===== config.mk =====
export PLATFORM = sky130hd
export DESIGN_NAME = condicionador_botoes
export DESIGN_NICKNAME = d
export VERILOG_FILES = /design/src/rtl/condicionador_botoes.sv
export SDC_FILE = /design/constraint.sdc
export NUM_CORES = 1
export LEC_CHECK = 0
export ABC_AREA = 1
export BUFFER_PORTS_ARGS = -buffer_cell sky130_fd_sc_hd__buf_2
export CELL_PAD_IN_SITES_DETAIL_PLACEMENT = 0
export CELL_PAD_IN_SITES_GLOBAL_PLACEMENT = 1
export CORE_MARGIN = 1.5
export CORE_UTILIZATION = 42
export CTS_CLUSTER_DIAMETER = 60
export DETAILED_ROUTE_END_ITERATION = 8
export HOLD_SLACK_MARGIN = 0.05
export PLACE_DENSITY_LB_ADDON = 0.1
export RECOVER_POWER = 25
export SYNTH_ARGS = -nofsm -noshare
export SYNTH_HDL_FRONTEND = slang
export SYNTH_SLANG_ARGS = --single-unit

===== constraint.sdc =====
create_clock -name clock -period 2 [get_ports clock]
set_input_delay 0.4 -clock clock [delete_from_list [all_inputs] [get_ports clock]]
set_output_delay 0.4 -clock clock [all_outputs]
set_load 0.05 [all_outputs]

===== src/rtl/condicionador_botoes.sv =====
// Push-button conditioner for the memory game: per-button synchroniser and debounce filter,
// followed by a small FSM that accepts one valid press per push-release cycle.
module condicionador_botoes #(
    parameter int N_BOTOES        = 4,
    parameter int DEBOUNCE_CICLOS = 50000,
    parameter int SYNC_STAGES     = 2
) (
    input  logic                clock,
    input  logic                reset,
    input  logic [N_BOTOES-1:0] botoes_in,
    input  logic                limpa,
    output logic [N_BOTOES-1:0] jogada,
    output logic                jogada_feita,
    output logic                erro_multiplo,
    output logic                db_tem_jogada,
    output logic [1:0]          db_estado
);

    localparam int CW = $clog2(DEBOUNCE_CICLOS + 1);
    // The increment that would reach DEBOUNCE_CICLOS is the one that commits the new level.
    localparam logic [CW-1:0] CNT_ULTIMO = CW'(DEBOUNCE_CICLOS - 1);

    typedef enum logic [1:0] {
        OCIOSO        = 2'b00,
        REGISTRA      = 2'b01,
        ESPERA_SOLTAR = 2'b10
    } estado_t;

    logic [N_BOTOES-1:0] deb_reg;
    logic [N_BOTOES-1:0] deb_next;
    estado_t             estado_reg;

    genvar gi;
    generate
        for (gi = 0; gi < N_BOTOES; gi++) begin : g_botao
            logic [SYNC_STAGES-1:0] sync_reg;
            logic [CW-1:0]          cnt_reg;
            logic [CW-1:0]          cnt_next;
            logic                   deb_bit_reg;
            logic                   deb_bit_next;
            logic                   sync_bit;

            assign sync_bit = sync_reg[SYNC_STAGES-1];

            always_comb begin
                cnt_next     = '0;
                deb_bit_next = deb_bit_reg;
                if (sync_bit != deb_bit_reg) begin
                    if (cnt_reg == CNT_ULTIMO) begin
                        deb_bit_next = sync_bit;
                    end else begin
                        cnt_next = cnt_reg + CW'(1);
                    end
                end
            end

            always_ff @(posedge clock or negedge reset) begin
                if (!reset) begin
                    sync_reg    <= '0;
                    cnt_reg     <= '0;
                    deb_bit_reg <= 1'b0;
                end else begin
                    sync_reg    <= {sync_reg[SYNC_STAGES-2:0], botoes_in[gi]};
                    cnt_reg     <= cnt_next;
                    deb_bit_reg <= deb_bit_next;
                end
            end

            assign deb_reg[gi]  = deb_bit_reg;
            assign deb_next[gi] = deb_bit_next;
        end
    endgenerate

    always_ff @(posedge clock or negedge reset) begin
        if (!reset) begin
            estado_reg    <= OCIOSO;
            jogada        <= '0;
            jogada_feita  <= 1'b0;
            erro_multiplo <= 1'b0;
            db_tem_jogada <= 1'b0;
        end else begin
            jogada_feita  <= 1'b0;
            erro_multiplo <= 1'b0;
            db_tem_jogada <= |deb_next;
            // A later assignment in the OCIOSO accept branch overrides this clear.
            if (limpa) begin
                jogada <= '0;
            end
            case (estado_reg)
                REGISTRA: begin
                    estado_reg <= ESPERA_SOLTAR;
                end
                ESPERA_SOLTAR: begin
                    if (deb_reg == '0) begin
                        estado_reg <= OCIOSO;
                    end
                end
                default: begin
                    if ($onehot(deb_reg)) begin
                        estado_reg   <= REGISTRA;
                        jogada       <= deb_reg;
                        jogada_feita <= 1'b1;
                    end else if (deb_reg != '0) begin
                        estado_reg    <= ESPERA_SOLTAR;
                        erro_multiplo <= 1'b1;
                    end
                end
            endcase
        end
    end

    assign db_estado = estado_reg;

endmodule


# Yosys cells after proc, flatten, opt, wreduce, memory -nomap -nowiden
# Cells that the tools add are included.
[op_classes]
n_eq_ne = 12
n_mux = 28
n_addsub = 7
reduce_logical = 6
[op_table]
columns = ["operator", "count"]
rows = [
  ["16-bit 2-to-1 mux", 8],
  ["16-bit by 1-bit adder with 16-bit output (second input constant)", 4],
  ["16-bit equality test (second input constant)", 4],
  ["1-bit 2-to-1 mux", 13],
  ["4-bit 2-to-1 mux", 3],
  ["4-bit nonzero test", 2],
  ["2-bit 2-to-1 mux", 3],
  ["1-bit by 1-bit adder with 2-bit output", 2],
  ["4-bit zero test", 1],
  ["1-bit inequality test", 4],
  ["2-bit one-hot mux with 2 select lines", 1],
  ["4-bit OR reduction", 1],
  ["2-bit by 2-bit adder with 3-bit output", 1],
  ["3-bit by 1-bit equality test with 1-bit output (second input constant)", 1],
  ["2-bit by 1-bit equality test with 1-bit output (second input constant)", 1],
  ["2-bit equality test (second input constant)", 1],
  ["2-bit inequality test (second input constant)", 1],
  ["2-bit AND reduction", 1],
  ["2-bit OR reduction", 1],
]
[totals]
inputBits = 7
ff_bits = 85
word_cells = 70

# Logic depth before layout (Yosys ltp)
[logic_depth]
depth_word = 5
mapped_depth = 11

# Least setup slack after synthesis
# No wires, ideal clock.
[synth_path]
path_kind = "register -> register"
from = "reg g_botao[0].deb_bit_reg"
to = "reg jogada[0]"
stages_incl_launch_ff = 11
synth_period_minus_slack_ns = 2.189
path_buffers = 0
arrival_time_ns = 2.061
slack_ns = -0.189
setup_ns = 0.128
cell_sequence = "dfrtp_1 -> inv_1 -> fa_1 -> inv_1 -> ha_1 -> ha_1 -> nand3b_1 -> nor2_1 -> inv_1 -> nand3_1 -> o21ai_0"
[synth_between]
elab_chain_cells = 5
[synth_lines]
columns = ["item", "line_no", "text"]
rows = [
  ["start: declaration", "39", "logic deb_bit_reg;"],
  ["start signal: assignment", "65", "deb_bit_reg <= deb_bit_next;"],
  ["1-bit by 1-bit adder with 2-bit output (not written as such)", "99", "if ($onehot(deb_reg)) begin"],
  ["2-bit by 2-bit adder with 3-bit output (not written as such)", "99", ""],
  ["3-bit by 1-bit equality test with 1-bit output", "99", ""],
  ["4-bit 2-to-1 mux *", "99", ""],
  ["4-bit 2-to-1 mux *", "89", "case (estado_reg)"],
  ["end signal: assignment", "101", "jogada <= deb_reg;"],
  ["end: declaration", "12", "output logic [N_BOTOES-1:0] jogada,"],
]
# Every way passes the cells marked *; elsewhere a longest branch is shown, timed or not.
# A chain may end at the register's enable or synchronous reset.

# Worst setup path after layout
[layout_path]
from = "reg g_botao[0].deb_bit_reg"
to = "reg estado_reg[1], in the netlist db_estado[1]"
[layout_between]
elab_chain_cells = 5
word_cells_on_any_way = 10
[layout_lines]
columns = ["item", "line_no", "text"]
rows = [
  ["1-bit by 1-bit adder with 2-bit output (not written as such)", "99", ""],
  ["2-bit by 2-bit adder with 3-bit output (not written as such)", "99", ""],
  ["3-bit by 1-bit equality test with 1-bit output", "99", ""],
  ["2-bit 2-to-1 mux / 4-bit nonzero test (equally long branches)", "--", ""],
  ["2-bit one-hot mux with 2 select lines / 2-bit AND reduction (equally long branches)", "--", ""],
  ["end signal: assignment", "91", "estado_reg <= ESPERA_SOLTAR;"],
  ["end signal: assignment", "100", "estado_reg <= REGISTRA;"],
  ["end signal: assignment", "104", "estado_reg <= ESPERA_SOLTAR;"],
  ["end: declaration", "31", "estado_t estado_reg;"],
]
# Several ways; a longest one is shown, not always the timed one.

==> qor.csv <==
stage;metric;value;unit
timing;holdWs;0.144;ns
power;p_int;2.23;mW
global_route;gr-total-overflow;0;
critical_path;worst_setup_path_start_kind;register;
timing;finalSetupViolations;6;
placed_design;io_buffers;15;
clocking;h-tree-depth;3;
timing;finalCritPeriodShare;104;%
placed_design;hpwlAfterDp;6850;µm
power;p_seq_share;60.0;%
synth;async_flop_share;100;%
placed_design;globalplace.congestion;0.819;
global_route;grt_max_degree;35;
timing;fin_crit;2.07;ns
route;via_count;3550;
floorplanning;die_area;11400;µm²
clocking;cts_root_buffer;clkbuf_8;
final_layout;drive_gt1_share;19.6;%
timing;fmax;483;MHz
placed_design;dpl_worst_slack;-0.0936;ns
power;comb_power_share;4.2;%
critical_path;endpoint_kind;register;
clocking;clock_sinks;85;
power;cellPowerDensity;572;nW/µm²
route;ant_nets;0;
clocking;numCtsBuffers;9;
global_route;antenna_found_initial;0;
global_route;grt_pass1_wl;16400;µm
power;cellLeakagePower;2.32;nW
critical_path;cp.arrival;2.31;ns
timing;rsz0062_at_grt;yes;
floorplanning;fp-row-count;37;
synth;synth.distinct_cells;33;
synth;synth_largest_area_cell;dfrtp_1;
synth;synth_enable_flop_cells;0;
clocking;cts_tree;yes;
synth;synth_warnings;0;
flow_run;drv_cap;0;
floorplanning;die_y;107;µm
synth;ys_seq_area_share;47.1;%
status;violations;negative setup slack;
floorplanning;initial_core_util;43.5;%
clocking;clk_pin_slew;0.08;ns
timing;slew-limit-headroom;37.8;%
final_layout;num_antenna_cells;0;
final_layout;final_common_cell;nor2_1;
floorplanning;io_pins;16;
final_layout;area_delta_synth_final;14.2;%
floorplanning;fp.dieW;107;µm
route;wirelength;9150;µm
route;drc_errors;0;
critical_path;crit_required;2.23;ns
synth;synth_top_area_share;47.1;%
timing;skew;0.0121;ns
synth;syn-cell-area;4510;µm²
power;vdd_drop_max;0.260;mV
global_route;grt_pass1_vias;3561;
synth;synthFlopType;dfrtp_1;
final_layout;largest_reg_flops;64;
route;firstDrtPassIters;4;
clocking;clk_latency;0.36;ns
worst_hold_path;hold_start;botoes_in[2];
timing;setup_slack;-0.0721;ns
final_layout;fin_nets;619;
synth;syn_inst;552;
critical_path;cp_max_fo;4;
critical_path;critPathKind;register to register;
timing;hold_viol_final;0;
final_layout;fin_util;49.7;%
power;pwr-share-clk;35.7;%
synth;yosys-top-cells-area;dfrtp_1 47%, nor2_1 8.8%, nand2_1 8.7%;
global_route;grt_util_all_layers;18.5;%
power;swShare;24.2;%
synth;ys_ff_latch;85;
synth;syn-mean-instance-area;8.17;µm²
timing;report.final.slew_viol_count;0;
worst_hold_path;hold_class;input port to register;
route;avgRoutedWirePerCell;12.3;µm
synth;syn_nets;569;
power;p_switching;713;µW
final_layout;final_cell_mix;105 x nor2_1, 104 x nand2_1, 85 x dfrtp_1;
clocking;clk_path_buf_depth;2;
floorplanning;core;10400;µm²
critical_path;cp-startpoint;g_botao[0].deb_bit_reg;
route;drt_iter0_drc;121;
route;viasPerCell;4.78;
critical_path;reg2reg_from;g_botao[0].deb_bit_reg;
timing;worst_pin_slew;0.932;ns
status;status;finished with violations;
[metrics by stage]
step | cells | power, mW | instance area (µm²) | TNS, ns
final | 743 | 2.95 | 5150 | -0.382
after global routing | 743 | 3.11 | 5150 | -1.48
after CTS | 743 | 3.01 | 5150 | -0.251
after detailed placement | 714 | 1.93 | 4870 | -0.535
after global placement | 714 | 1.93 | 4870 | -0.254
after floorplan | 552 | 1.86 | 4540 | -0.363
[final cells by class]
cell class | count | area, µm²
fill | 1051 | 5220
sequential | 85 | 2130
multi-input combinational | 384 | 2110
inverter | 82 | 308
timing repair buffer | 40 | 278
tap | 136 | 170
clock buffer | 12 | 135
clock inverter | 4 | 25.0
[power groups by stage]
stage | Combinational (mW) | Sequential [mW] | Clock (mW)
floorplan | 0.0629 | 1.80 | 0
global placement | 0.128 | 1.80 | 0
detailed placement | 0.129 | 1.80 | 0
CTS | 0.131 | 1.77 | 1.11
global route | 0.148 | 1.77 | 1.19
finish | 0.125 | 1.77 | 1.05
[cells in the mapped netlist, types with 3 or more instances]
library cell	n
nand2_2	8
nor2_1	106
nor3b_2	11
a211oi_1	3
inv_1	72
ha_1	9
nand4_1	12
nand2_1	104
nand3_2	5
nor3_1	24
a21oi_1	12
nor2_2	10
xor2_1	7
xnor2_1	4
inv_2	8
o21bai_1	7
o21ai_0	10
nand3_1	30
nor3_2	7
dfrtp_1	85
[worst max-delay path, cell delays in order, from the launching register on]
cell and delay (ns):
dfrtp_1 0.36, inv_2 0.05, fa_1 0.53, inv_1 0.05, ha_2 0.17, ha_4 0.20
nand3b_1 0.21, nand3_1 0.13, o21ai_2 0.08, nand2_1 0.09, o21ai_1 0.07
[routing by layer]
layer / vias up / share of wire [%] / track usage (%)
met5: - / 0 / 0
met4: 0 / 1.5 / 6.29
met3: 12 / 2.2 / 4.19
met2: 20 / 46 / 29.8
met1: 1672 / 50 / 24.6
li1: 1846 / - / -
[cells by family after synthesis]
family	Yosys count	share of synthesized area, %
buffers and inverters	83	7.07
AO/OA/AOI/OAI	35	4.52
XOR/XNOR	13	2.86
flip-flops	85	47.1
AND/OR/NAND/NOR	326	35.5
adder cells (fa/ha/maj)	10	2.94
[final timing paths]
path                                          end  slack, ns  depth (start not counted)
max reg2reg                          db_estado[1]      -0.07                         10
min reg2reg                g_botao[0].sync_reg[1]       0.35                          0
min                        g_botao[2].sync_reg[0]       0.14                          1
max in group asynchronous  g_botao[0].cnt_reg[15]       0.47                          3
min in group asynchronous   g_botao[0].cnt_reg[7]       0.72                          2
max                                  db_estado[1]      -0.07                         10
[what timing repair did]
action / in CTS / in global routing
buffers inserted: 12 / 0
endpoints found under the hold margin: 32 / 0
setup endpoints to repair: 6 / 8
pin swaps: 3 / 1
hold buffers: 1 / 0
resized for setup: 2 / 3
Note: power is estimated with default switching activity, not from simulation.
